`src/rtl/axil_fifo_uart_tx.sv`:
```
// axil_fifo_uart_tx: pops {data, byte-enable} words from a show-ahead FIFO and
// serializes each enabled byte lane (lane 0 first, LSB first) as an 8N1/8N2 UART frame.
module axil_fifo_uart_tx #(
    parameter int DATA_WIDTH   = 32,
    parameter int STRB_WIDTH   = DATA_WIDTH / 8,
    parameter int CLKS_PER_BIT = 868,
    parameter int STOP_BITS    = 1
) (
    input  logic                  clk,
    input  logic                  rst_n,
    input  logic [DATA_WIDTH-1:0] fif_dat,
    input  logic [STRB_WIDTH-1:0] fif_den,
    input  logic                  fif_val,
    output logic                  fif_pop,
    output logic                  uart_tx,
    output logic                  busy,
    output logic                  word_done
);
    localparam int LW = $clog2(STRB_WIDTH) + 1;
    localparam int CW = $clog2(STOP_BITS * CLKS_PER_BIT + 1);
    localparam logic [CW-1:0] BIT_END  = CW'(CLKS_PER_BIT - 1);
    localparam logic [CW-1:0] STOP_END = CW'(STOP_BITS * CLKS_PER_BIT - 1);

    typedef enum logic [2:0] {IDLE, SEL, START, DATA, STOP} state_t;

    state_t                state, state_n;
    logic [LW-1:0]         lane, lane_n;
    logic [DATA_WIDTH-1:0] word, word_n;
    logic [STRB_WIDTH-1:0] strb, strb_n;
    logic [7:0]            shift, shift_n, lane_byte;
    logic [2:0]            bit_idx, bit_n;
    logic [CW-1:0]         cnt, cnt_n;
    logic                  lane_en, tx_n;

    assign fif_pop = (state == IDLE) & fif_val;
    assign busy    = (state != IDLE);

    always_ff @(posedge clk) begin
        if (!rst_n) begin
            state   <= IDLE;
            lane    <= '0;
            word    <= '0;
            strb    <= '0;
            shift   <= '0;
            bit_idx <= '0;
            cnt     <= '0;
            uart_tx <= 1'b1;
        end else begin
            state   <= state_n;
            lane    <= lane_n;
            word    <= word_n;
            strb    <= strb_n;
            shift   <= shift_n;
            bit_idx <= bit_n;
            cnt     <= cnt_n;
            uart_tx <= tx_n;
        end
    end

    always_comb begin
        state_n   = state;
        lane_n    = lane;
        word_n    = word;
        strb_n    = strb;
        shift_n   = shift;
        bit_n     = bit_idx;
        cnt_n     = cnt;
        word_done = 1'b0;
        lane_byte = '0;
        lane_en   = 1'b0;
        for (int i = 0; i < STRB_WIDTH; i++) begin
            if (lane == LW'(i)) begin
                lane_byte = word[8*i +: 8];
                lane_en   = strb[i];
            end
        end
        unique case (state)
            IDLE: begin
                if (fif_val) begin
                    word_n  = fif_dat;
                    strb_n  = fif_den;
                    lane_n  = '0;
                    state_n = SEL;
                end
            end
            SEL: begin
                if (lane == LW'(STRB_WIDTH)) begin
                    word_done = 1'b1;
                    state_n   = IDLE;
                end else if (lane_en) begin
                    shift_n = lane_byte;
                    cnt_n   = '0;
                    state_n = START;
                end else begin
                    lane_n = lane + LW'(1);
                end
            end
            START: begin
                cnt_n = (cnt == BIT_END) ? '0 : cnt + CW'(1);
                if (cnt == BIT_END) begin
                    bit_n   = '0;
                    state_n = DATA;
                end
            end
            DATA: begin
                cnt_n = (cnt == BIT_END) ? '0 : cnt + CW'(1);
                if (cnt == BIT_END) begin
                    shift_n = shift >> 1;
                    bit_n   = bit_idx + 3'd1;
                    state_n = (bit_idx == 3'd7) ? STOP : DATA;
                end
            end
            STOP: begin
                cnt_n = (cnt == STOP_END) ? '0 : cnt + CW'(1);
                if (cnt == STOP_END) begin
                    lane_n  = lane + LW'(1);
                    state_n = SEL;
                end
            end
            default: state_n = IDLE;
        endcase
        // line level is registered from the next state so each state's level starts on its first cycle
        tx_n = (state_n == START) ? 1'b0 : (state_n == DATA) ? shift_n[0] : 1'b1;
    end
endmodule
```
`config.mk`:
```
export PLATFORM = sky130hd
export DESIGN_NAME = axil_fifo_uart_tx
export DESIGN_NICKNAME = d
export VERILOG_FILES = /design/src/rtl/axil_fifo_uart_tx.sv
export SDC_FILE = /design/constraint.sdc
export NUM_CORES = 1
export LEC_CHECK = 0
export BUFFER_PORTS_ARGS = -buffer_cell sky130_fd_sc_hd__clkbuf_2
export CAP_MARGIN = 0
export CORE_ASPECT_RATIO = 1.4
export CORE_MARGIN = 2
export CORE_UTILIZATION = 40
export DETAILED_ROUTE_END_ITERATION = 6
export HOLD_SLACK_MARGIN = 0.12
export SLEW_MARGIN = 20
export SYNTH_ARGS = -nofsm -noshare
export SYNTH_HDL_FRONTEND = slang
export SYNTH_SLANG_ARGS = --single-unit
```
`constraint.sdc`:
```
create_clock -name clk -period 2.1 [get_ports clk]
set_input_delay 0 -clock clk [delete_from_list [all_inputs] [get_ports clk]]
set_output_delay 0 -clock clk [all_outputs]
set_load 0.02 [all_outputs]
```
Word level (Yosys, flattened, before mapping)

Index checks and enable logic that the tools add are counted.

Register bits: 64
Bits of input ports: 39
Word-level logic and storage cells: 81

Add/subtract/negate cells: 3
Eq/ne operators: 19
Muxes and demuxes: 36
Bitwise gates (word level): 1
Reduce and logical (&&, ||, !) cells: 13

Operators by type and width:

| operator                                                              | count |
|---|---|
| 8-bit 2-to-1 mux                                                      | 7 |
| 3-bit 2-to-1 mux                                                      | 13 |
| 10-bit 2-to-1 mux                                                     | 3 |
| 10-bit case mux with 2 select lines                                   | 1 |
| 3-bit by 2-bit equality test with 1-bit output, second input constant | 6 |
| 8-bit case mux with 2 select lines                                    | 1 |
| 3-bit case mux with 5 select lines                                    | 1 |
| 2-bit inequality test, second input constant                          | 7 |
| 10-bit by 1-bit adder with 10-bit output, second input constant       | 1 |
| 10-bit equality test, second input constant                           | 1 |
| 3-bit equality test, second input constant                            | 3 |
| 3-bit case mux with 3 select lines                                    | 1 |
| 1-bit 2-to-1 mux                                                      | 8 |
| 3-bit by 1-bit adder with 3-bit output, second input constant         | 2 |
| 3-bit by 1-bit equality test with 1-bit output, second input constant | 2 |
| 3-bit zero test                                                       | 2 |
| 3-bit case mux with 2 select lines                                    | 1 |
| 3-bit AND reduction                                                   | 2 |
| 2-bit nonzero test                                                    | 3 |
| 3-bit nonzero test                                                    | 2 |
| 5-bit AND reduction                                                   | 1 |
| 4-bit AND reduction                                                   | 1 |
| 3-bit OR reduction                                                    | 1 |
| 2-bit AND reduction                                                   | 1 |
| 1-bit AND                                                             | 1 |

Longest topological paths before layout

Gate-level depths: netlist of the first run.

Depth in word-level cells: 11
Depth in mapped cells: 10

Worst setup path after synthesis of the first run

No wires, ideal clock.

Path type: register to register
Start point: register lane[0]
End point: register shift[5]
Arrival: 1954 ps
Required time: 1978 ps
Path slack: 25 ps
Cell stages (with the launch flop): 10
Path buffers: 1
Period minus slack after synthesis: 2075 ps
Cells stage by stage: dfxtp_1 -> ha_1 -> ha_1 -> buf_2 -> nor2_4 -> o221ai_1 -> nand2_1 -> nand2_1 -> o211a_2 -> a221o_1

Longest elaborated chain between the ends: 8

Ends and longest elaborated chain:

| what                               | line | source |
|---|---|---|
| from (decl)                        | 27   | `logic [LW-1:0] lane, lane_n;` |
| from (signal assigned)             | 50   | `lane <= lane_n;` |
| 3-bit zero test                    | 72   | `if (lane == LW'(i)) begin` |
| 8-bit 2-to-1 mux (4 in a row)      | 72   |  |
| 8-bit 2-to-1 mux                   | 90   | `end else if (lane_en) begin` |
| 8-bit 2-to-1 mux                   | 87   | `if (lane == LW'(STRB_WIDTH)) begin` |
| 8-bit case mux with 2 select lines | 77   | `unique case (state)` |
| to (signal assigned)               | 53   | `shift <= shift_n;` |
| to (decl)                          | 30   | `logic [7:0] shift, shift_n, lane_byte;` |

Parallel ways exist; a longest one is shown, timed or not. The select of a mux whose other input is x is not followed.
A chain may end at the register's enable or synchronous reset.

Worst setup path after layout of the first run

Start point: register lane[0]
End point: register shift[2]

Same word-level chain as after synthesis.

==> results of run 1 <==
==> per-stage QoR <==
stage / setup WS [ns] / hold slack [ns] / util / power, uW
4_1_cts: 0.06131 / 0.1445 / 0.5499 / 2945
2_1_floorplan: 0.02467 / 0.1449 / - / 1552
3_3_place_gp: 0.1451 / 0.2311 / 0.4702 / 1684
3_5_place_dp: 0.07396 / 0.2424 / 0.4702 / 1689
6_report: 0.1024 / 0.1623 / 0.5524 / 2912
5_1_grt: -0.02439 / 0.1590 / 0.5524 / 3071
==> final cells by class <==
cell class / count / area, um2
clock buffers: 9 / 123.9
fillers: 669 / 3294
repair buffers: 99 / 740.7
well taps: 97 / 121.4
flip-flops and latches: 64 / 1282
multi-input cells: 281 / 1673
clock inverters: 7 / 102.6
inverters: 6 / 22.52
==> tightest hold or removal path, delay by kind of cell <==
kind / cells / cell delay [ns]
AOI/OAI and AO/OA: 1 / 0.06
and+or+nand+nor: 2 / 0.17
buffers and inverters: 2 / 0.22
==> per-layer routing <==
| layer | track usage | part of all wire |
|---|---|---|
| met5 | 0 | 0 |
| met1 | 0.2192 | 0.43 |
| met2 | 0.3411 | 0.53 |
| met3 | 0.05537 | 0.034 |
| met4 | 0.06122 | 0.0090 |
==> cells in the mapped netlist, types with 2 or more instances <==
cell	instances
buf_2	6
a21o_1	2
nand2b_1	3
nor3_1	3
o211ai_1	2
inv_1	5
nand3_1	7
nand4b_1	2
nand2_1	101
o21ai_0	15
o2111ai_1	4
o22ai_1	3
nor2b_1	3
and2_1	3
o21ai_1	2
a21boi_0	38
a221o_1	5
and3b_1	7
dfxtp_1	64
nor2_1	18
clkbuf_1	14
ha_1	8
a21oi_1	15
nor3b_1	2
and3_1	2
a22oi_1	8
xor2_1	9
==> power by group <==
| group | switching [uW] | internal (uW) | leakage, uW |
|---|---|---|---|
| Clock | 513 | 682 | 0.000111 |
| Combinational | 208 | 194 | 0.00101 |
| Sequential | 41.5 | 1270 | 0.000522 |
==> worst paths after layout <==
check	startpoint	cells past startpoint	slack, ns	end
setup / recovery	lane[0]$_SDFFE_PN0P_	8	0.10	shift[2]$_SDFFE_PN0P_
hold / removal	fif_val	5	0.16	word[20]$_SDFFE_PN0P_
setup reg to reg	lane[0]$_SDFFE_PN0P_	8	0.10	shift[2]$_SDFFE_PN0P_
hold reg to reg	word[6]$_SDFFE_PN0P_	2	0.46	word[6]$_SDFFE_PN0P_
==> cell families after synthesis <==
family | count (synthesis)
buf+inv | 26
flops | 64
simple gates | 160
mux | 2
compound gates | 101
fa+ha+maj | 8
xor+xnor | 10
==> flip-flops by register name (all words and copies together), names as in the netlist <==
signal	flops
bit_idx	3
cnt	10
lane	3
shift	8
state	3
strb	4
uart_tx	1
word	32
==> timing repair <==
item,4_1_cts,5_1_grt
setup endpoints to repair,0,17
setup buffers,0,1
gates resized for setup,0,4
hold endpoints to repair,36,0
hold buffers,36,0
==> run_results.csv, run 1 <==
group,metric,value,unit
sta,relSlewSlack,0.6662,
synthesis,syn_nets,418,
synthesis,ys_ff_latch,64,
grt,track_usage,0.1920,
clock_tree,ctsRootBufferMaster,"clkbuf_8",
grt,grt_pass1_vias,2717,
synthesis,ys.flop_type,"dfxtp_1",
clock_tree,htreeDepth,3,
cells_and_area,fin_cells,563,
clock_tree,clockBufferDepth,2,
setup_path,end_kind,"flop",
cells_and_area,final_area,4066,um2
setup_path,path_max_fanout,6,
place,dpl.cell_count,510,
synthesis,yosysSeqAreaShare,0.4202,
synthesis,async_reset_ff_frac,0,
die,die_x,77.79,um
sta,finalHoldViolCount,0,
sta,max_freq,500.6,MHz
clock_tree,path_clk_slew,0.08,ns
die,std_cell_rows,37,
place,place.gp.congestion,0.8540,
cells_and_area,syn_to_final_growth,33.36,%
sta,period_minus_slack,1.998,ns
sta,setup_tns,0,ns
die,initial_utilization,0.4142,
synthesis,synth-warning-count,0,
pwr,ir_worst_vdd,0.4716,mV
sta,drv_slew,0,
die,fp.dieH,107.3,um
place,dp_hpwl,5246,um
grt,antenna_found_initial,0,
synthesis,synthXorXnorAreaFrac,0.02872,
setup_path,cp_cell_sequence,"ha_1 > ha_1 > nor2_4 > o221ai_2 > nand2_1 > nand2_1 > o211a_2 > a221o_1",
die,design.die.area,8347,um2
setup_path,start_kind,"flop",
setup_path,worstPathRequired,2.33,ns
synthesis,synthMuxAreaShare,0.006976,
setup_path,crit_family,"compound AO/OA/AOI/OAI gates",
synthesis,synth.top_cell.area_share,0.4202,
route,drc,0,
job,max_cap_violations,0,
synthesis,synth.distinct_cells,47,
cells_and_area,drive_gt1_frac,0.1953,
synthesis,yosys.area_share.simple,0.2446,
setup_path,cp.arrival,2.23,ns
route,postRouteAntennaNets,0,
cells_and_area,layout_common_cells,"nand2_1, dfxtp_1, clkbuf_2, a21boi_0, dlygate4sd3_1",
clock_tree,cts_sinks,64,
die,top_level_ports,43,
synthesis,synthCells,371,
route,drtIter0Drc,87,
synthesis,synth_area_leader_cell,"dfxtp_1",
cells_and_area,final_nets,508,
sta,setup_viol,0,
pwr,leakagePower,0.001646,uW
min_path,hp-class,"in -> reg",
synthesis,synthAdderAreaFrac,0.03283,
sta,skew,0.008156,ns
grt,grt_max_degree,37,
setup_path,crit_buf_inv,0,
outcome,status,"completed",
clock_tree,clk_latency,0.35,ns
synthesis,synth-edff-count,0,
synthesis,synth_top_family_by_area,"simple AND/OR/NAND/NOR gates",
cells_and_area,diodes,0,
sta,rsz0062_at_grt,"yes",
route,drt-total-wl,7413,um
grt,grt_pass1_wl,12450,um
place,io_buffers,42,
setup_path,max_stage_delay,0.35,ns
route,vias_per_cell,4.940,
setup_path,critical_path_class,"reg -> reg",
clock_tree,cts_inserted_buffers,9,
pwr,powerDensity,716.0,nW/um2
sta,fin_crit_sh,0.9512,
synthesis,netlist_area,3049,um2
setup_path,critPathSlowestCell,"dfxtp_1",
cells_and_area,layout_commonest_cell,"nand2_1",
synthesis,synth_area_leaders,"dfxtp_1, nand2_1, a21boi_0",
die,core_region_area,7361,um2
route,wl_per_cell,13.17,um
route,drt_first_pass_iters,4,
grt,overflow,0,
synthesis,avgSynthCellArea,8.219,um2
synthesis,synth_compound_area_frac,0.2323,
sta,worst_pin_slew,0.4961,ns
clock_tree,cts_tree,"built",
place,postPlaceCellArea,3461,um2
route,vias,2781,
No activity file was read; power rests on OpenSTA's default activity.
==> run 2, diff against run 1 <==
==> constraint.sdc (replaced) <==
create_clock -name clk -period 2.1 [get_ports clk]
set_input_delay 0.21 -clock clk [delete_from_list [all_inputs] [get_ports clk]]
set_output_delay 0.21 -clock clk [all_outputs]
set_load 0.02 [all_outputs]
==> run_results.csv, run 2 (synthesis gave the netlist of run 1 again) <==
group,metric,value,unit
clock_tree,path_clk_slew,0.07,ns
cells_and_area,final_nets,509,
clock_tree,clk_latency,0.34,ns
die,top_level_ports,43,
route,drtIter0Drc,104,
clock_tree,htreeDepth,3,
grt,grt_pass1_vias,2829,
sta,relSlewSlack,0.6771,
grt,antenna_found_initial,0,
setup_path,path_max_fanout,6,
sta,drv_slew,0,
pwr,powerDensity,677.9,nW/um2
sta,setup_viol,0,
sta,finalHoldViolCount,0,
route,drc,0,
setup_path,max_stage_delay,0.35,ns
place,place.gp.congestion,0.8322,
die,die_x,77.79,um
place,dpl.cell_count,510,
min_path,hp-class,"in -> reg",
place,dp_hpwl,5118,um
grt,grt_pass1_wl,12710,um
clock_tree,cts_tree,"built",
cells_and_area,drive_gt1_frac,0.2056,
route,drt_first_pass_iters,4,
cells_and_area,syn_to_final_growth,33.61,%
pwr,pwr-share-comb,0.147,
setup_path,end_kind,"flop",
setup_path,critPathSlowestCell,"a221o_1",
setup_path,cp_common_cell,"ha_1",
grt,track_usage,0.1937,
die,fp.dieH,107.3,um
sta,hold_ws,0.3659,ns
die,initial_utilization,0.4142,
die,std_cell_rows,37,
cells_and_area,diodes,0,
route,drt-total-wl,7494,um
cells_and_area,largest_reg_flops,32,
job,max_cap_violations,0,
setup_path,cp_cell_sequence,"ha_1 > ha_1 > nor2_4 > o221ai_2 > nand2_2 > nand2_1 > o211a_2 > a221o_1",
sta,rsz0062_at_grt,"yes",
place,io_buffers,42,
place,place_ws,0.06884,ns
grt,grt_max_degree,37,
cells_and_area,fill_cells,676,
route,vias,2849,
cells_and_area,fin_cells,564,
pwr,p_sw,747.7,uW
cells_and_area,layout_common_cells,"nand2_1, dfxtp_1, clkbuf_2, a21boi_0, dlygate4sd3_1",
die,core_region_area,7361,um2
setup_path,critical_path_class,"reg -> reg",
sta,skew,0.008102,ns
route,wl_per_cell,13.29,um
pwr,intPower,2014,uW
pwr,ir_worst_vdd,0.4546,mV
outcome,status,"completed",
cells_and_area,layout_commonest_cell,"nand2_1",
clock_tree,ctsRootBufferMaster,"clkbuf_8",
sta,fin_crit_sh,0.9311,
clock_tree,clockBufferDepth,2,
sta,final.setup.worst_slack,0.1446,ns
pwr,switching_share,0.2707,
cells_and_area,final_core_util,0.5535,
cells_and_area,largestRegisters,"word: 32 flops, cnt: 10 flops, shift: 8 flops",
sta,period_minus_slack,1.955,ns
grt,overflow,0,
setup_path,start_kind,"flop",
route,vias_per_cell,5.051,
clock_tree,cts_sinks,64,
pwr,pwr-share-clk,0.376,
sta,worst_pin_slew,0.4799,ns
setup_path,worstPathRequired,2.33,ns
route,postRouteAntennaNets,0,
clock_tree,cts_inserted_buffers,9,
sta,setup_tns,0,ns
pwr,leakagePower,0.001636,uW
pwr,pwr-share-seq,0.476,
setup_path,cp.arrival,2.18,ns
sta,max_freq,511.4,MHz
cells_and_area,top_register,"word",
die,design.die.area,8347,um2
## run 2: stage by stage
stage / instance area (um2) / power [uW]
finish: 4074 / 2762
global route: 4074 / 2912
CTS: 4020 / 2789
detailed placement: 3461 / 1685
global placement: 3461 / 1679
floorplan: 3049 / 1552
## run 2: repair_timing
item	CTS	global route
pin swaps	0	2
cloned	0	0
endpoints found under the hold margin	36	0
hold buffers	36	0
setup endpoints to repair	1	18
buffers inserted	0	2
gates resized for setup	1	9
## run 2: power groups by stage
stage	combinational [uW]	clock, uW	sequential, uW
floorplan	228	0	1320
global placement	337	0	1340
detailed placement	343	0	1340
CTS	396	1080	1310
global route	456	1130	1320
finish	407	1040	1320
## run 2: layout make-up
cell class	count	area, um2	share of cell area
multi-input cells	281	1699	0.4171
clock inverters	7	72.57	0.01781
repair buffers	100	748.2	0.1837
flip-flops and latches	64	1284	0.3151
inverters	6	25.02	0.006143
well taps	97	121.4	0.02979
clock buffers	9	123.9	0.03041
## run 2: path summary, 6_finish.rpt
check | slack (ns) | start | cells after the start | to
worst max register to register | 0.14 | lane[0]$_SDFFE_PN0P_ | 8 | shift[5]$_SDFFE_PN0P_
worst max-delay path | 0.14 | lane[0]$_SDFFE_PN0P_ | 8 | shift[5]$_SDFFE_PN0P_
worst min register to register | 0.47 | word[30]$_SDFFE_PN0P_ | 2 | word[30]$_SDFFE_PN0P_
worst min-delay path | 0.37 | rst_n | 2 | strb[0]$_SDFFE_PN0P_
## run 2: critical path, delay by kind of cell (launching register included)
kind | cells | cell delay (ns)
AND/OR/NAND/NOR | 3 | 0.31
AO/OA/AOI/OAI | 3 | 0.76
flip-flops | 1 | 0.34
adder cells (fa/ha/maj) | 2 | 0.43
## run 2: per-layer routing
layer  wire length [um]  vias up  global-route usage
met5                  0        -                   0
met4                184        0             0.08929
met3                208       14             0.03943
met2               3911       55              0.3436
met1               3189     1312              0.2206
li1                   -     1468                   -
==> run 3, diff against run 2 <==
--- a/config.mk
+++ b/config.mk
@@ -5,14 +5,15 @@
 export SDC_FILE = /design/constraint.sdc
 export NUM_CORES = 1
 export LEC_CHECK = 0
+export ABC_AREA = 1
 export BUFFER_PORTS_ARGS = -buffer_cell sky130_fd_sc_hd__clkbuf_2
 export CAP_MARGIN = 0
 export CORE_ASPECT_RATIO = 1.4
 export CORE_MARGIN = 2
-export CORE_UTILIZATION = 40
+export CORE_UTILIZATION = 50
 export DETAILED_ROUTE_END_ITERATION = 6
 export HOLD_SLACK_MARGIN = 0.12
-export SLEW_MARGIN = 20
+export PLACE_DENSITY = 0.74
 export SYNTH_ARGS = -nofsm -noshare
 export SYNTH_HDL_FRONTEND = slang
 export SYNTH_SLANG_ARGS = --single-unit
==> run_results.csv, run 3 <==
group,metric,value,unit
route,drt_first_pass_iters,4,
clock_tree,clk_latency,0.35,ns
sta,max_freq,508.3,MHz
cells_and_area,largestRegisters,"word: 32 flops, cnt: 10 flops, shift: 8 flops",
die,core_region_area,6168,um2
route,postRouteAntennaNets,0,
route,wl_per_cell,12.90,um
synthesis,synthCells,458,
die,top_level_ports,43,
grt,grt_pass1_wl,12880,um
die,initial_utilization,0.5146,
grt,grt_max_degree,40,
setup_path,critical_path_class,"reg -> out",
sta,period_minus_slack,1.967,ns
sta,final.setup.worst_slack,0.1325,ns
setup_path,start_kind,"flop",
synthesis,async_reset_ff_frac,0,
place,dp_hpwl,5545,um
die,die_x,71.34,um
die,design.die.area,7011,um2
synthesis,syn_nets,505,
synthesis,yosysSeqAreaShare,0.4036,
pwr,leakagePower,0.001623,uW
sta,setup_tns,0,ns
sta,relSlewSlack,0.4936,
job,max_cap_violations,0,
cells_and_area,largest_reg_flops,32,
clock_tree,ctsRootBufferMaster,"clkbuf_8",
synthesis,synth-warning-count,0,
min_path,hp-class,"in -> reg",
synthesis,synth_area_leader_cell,"dfxtp_1",
setup_path,end_kind,"primary output",
synthesis,synth_most_common_cell,"nor2_1",
cells_and_area,top_register,"word",
cells_and_area,diodes,0,
pwr,powerDensity,811.2,nW/um2
sta,worst_pin_slew,0.7588,ns
clock_tree,cts_sinks,64,
sta,setup_viol,0,
route,drtIter0Drc,115,
synthesis,avgSynthCellArea,6.931,um2
setup_path,cp.arrival,1.76,ns
synthesis,netlist_area,3174,um2
place,place.gp.congestion,0.9545,
place,postPlaceCellArea,3451,um2
synthesis,synth.top_cell.area_share,0.4036,
route,vias,3055,
synthesis,synth-edff-count,0,
setup_path,worstPathRequired,1.89,ns
place,place_ws,0.1388,ns
grt,track_usage,0.2333,
pwr,ir_worst_vdd,0.5169,mV
clock_tree,htreeDepth,3,
sta,finalHoldViolCount,0,
synthesis,ys_top_cells_by_count,"nor2_1, o21ai_0, nand2_1",
clock_tree,cts_inserted_buffers,9,
cells_and_area,final_nets,561,
route,vias_per_cell,5.169,
route,drt-total-wl,7622,um
synthesis,ys_ff_latch,64,
sta,rsz0062_at_grt,"no",
setup_path,path_max_fanout,4,
synthesis,synth_area_leaders,"dfxtp_1, o21ai_0, nor2_1",
grt,antenna_found_initial,0,
clock_tree,cts_tree,"built",
synthesis,synth.distinct_cells,35,
cells_and_area,drive_gt1_frac,0.1773,
grt,overflow,0,
sta,drv_slew,0,
sta,fin_crit_sh,0.9369,
clock_tree,clockBufferDepth,2,
outcome,status,"completed",
die,std_cell_rows,34,
clock_tree,path_clk_slew,0.07,ns
route,drc,0,
place,io_buffers,42,
synthesis,ys.flop_type,"dfxtp_1",
cells_and_area,syn_to_final_growth,18.64,%
cells_and_area,final_area,3766,um2
sta,skew,0.01048,ns
cells_and_area,layout_common_cells,"nor2_1, o21ai_0, nand2_1, dfxtp_1, inv_1",
grt,grt_pass1_vias,2961,
die,fp.dieH,98.28,um
cells_and_area,layout_commonest_cell,"nor2_1",
## run 3: cell types whose count changed after synthesis, moves of 7 or more
cell	change
and3b_1	-7
a21boi_0	-38
a21oi_1	+26
nand2_1	-36
nor2_1	+55
a22oi_1	-8
nand3_1	+8
inv_1	+53
xor2_1	-9
o21ai_0	+52
## run 3: timing repair
action                                 4_1_cts  5_1_grt
buffers inserted                             0        0
endpoints found under the hold margin       12        0
setup endpoints to repair                    0        5
hold buffers                                12        0
resized for setup                            0        2
## run 3: path summary, 6_finish.rpt
kind / cells past startpoint / start / end / slack, ns
max: 7 / lane[0]$_SDFFE_PN0P_ / word_done / 0.13
min: 3 / fif_dat[26] / word[26]$_SDFFE_PN0P_ / 0.14
max reg2reg: 15 / lane[0]$_SDFFE_PN0P_ / cnt[3]$_SDFFE_PN0P_ / 0.17
min reg2reg: 2 / word[6]$_SDFFE_PN0P_ / word[6]$_SDFFE_PN0P_ / 0.45
## run 3: layer usage
layer	vias to the layer above	GRT usage	wire length (um)
li1	1595	-	-
met1	1377	0.2481	3021
met2	69	0.4288	4164
met3	14	0.05573	275
met4	0	0.09724	160
met5	-	0	0
## run 3: cell type report
class / count / area [um2]
sequential: 64 / 1281
fill: 580 / 2402
timing repair buffer: 61 / 382.9
tap: 72 / 90.09
multi-input combinational: 316 / 1588
clock buffer: 10 / 127.6
clock inverter: 6 / 60.06
inverter: 62 / 236.5
## run 3: cell families (layout without fill, tap and decap cells)
logic type | Yosys count | after routing | synth area share
and+or+nand+nor | 186 | 186 | 0.2633
buffers and inverters | 78 | 139 | 0.09854
DFF | 64 | 64 | 0.4036
AOI/OAI and AO/OA | 122 | 122 | 0.2030
adders and majority gates | 8 | 8 | 0.03153
## run 3: worst max-delay path, stage by stage, from the launching register on
cell      delay, ns
dfxtp_1        0.38
inv_1          0.09
ha_1           0.25
nand2_1        0.16
inv_1          0.07
nand2_1        0.17
inv_1          0.11
clkbuf_2       0.17
## run 3: stage by stage
step                total power [uW]  hold slack, ns  std cells    util
detailed placement              2036          0.4383        563  0.5594
global route                    3253          0.1388        591  0.6105
finish                          3055          0.1360        591  0.6105
floorplan                       1859          0.3449        458       -
global placement                2021          0.4338        563  0.5594
CTS                             3074          0.1240        591  0.6093
## run 3: where the power goes
| part | internal [uW] | switching [uW] | total (uW) |
|---|---|---|---|
| registers | 1330 | 56.7 | 1380 |
| logic | 228 | 428 | 656 |
| clock network | 541 | 475 | 1020 |
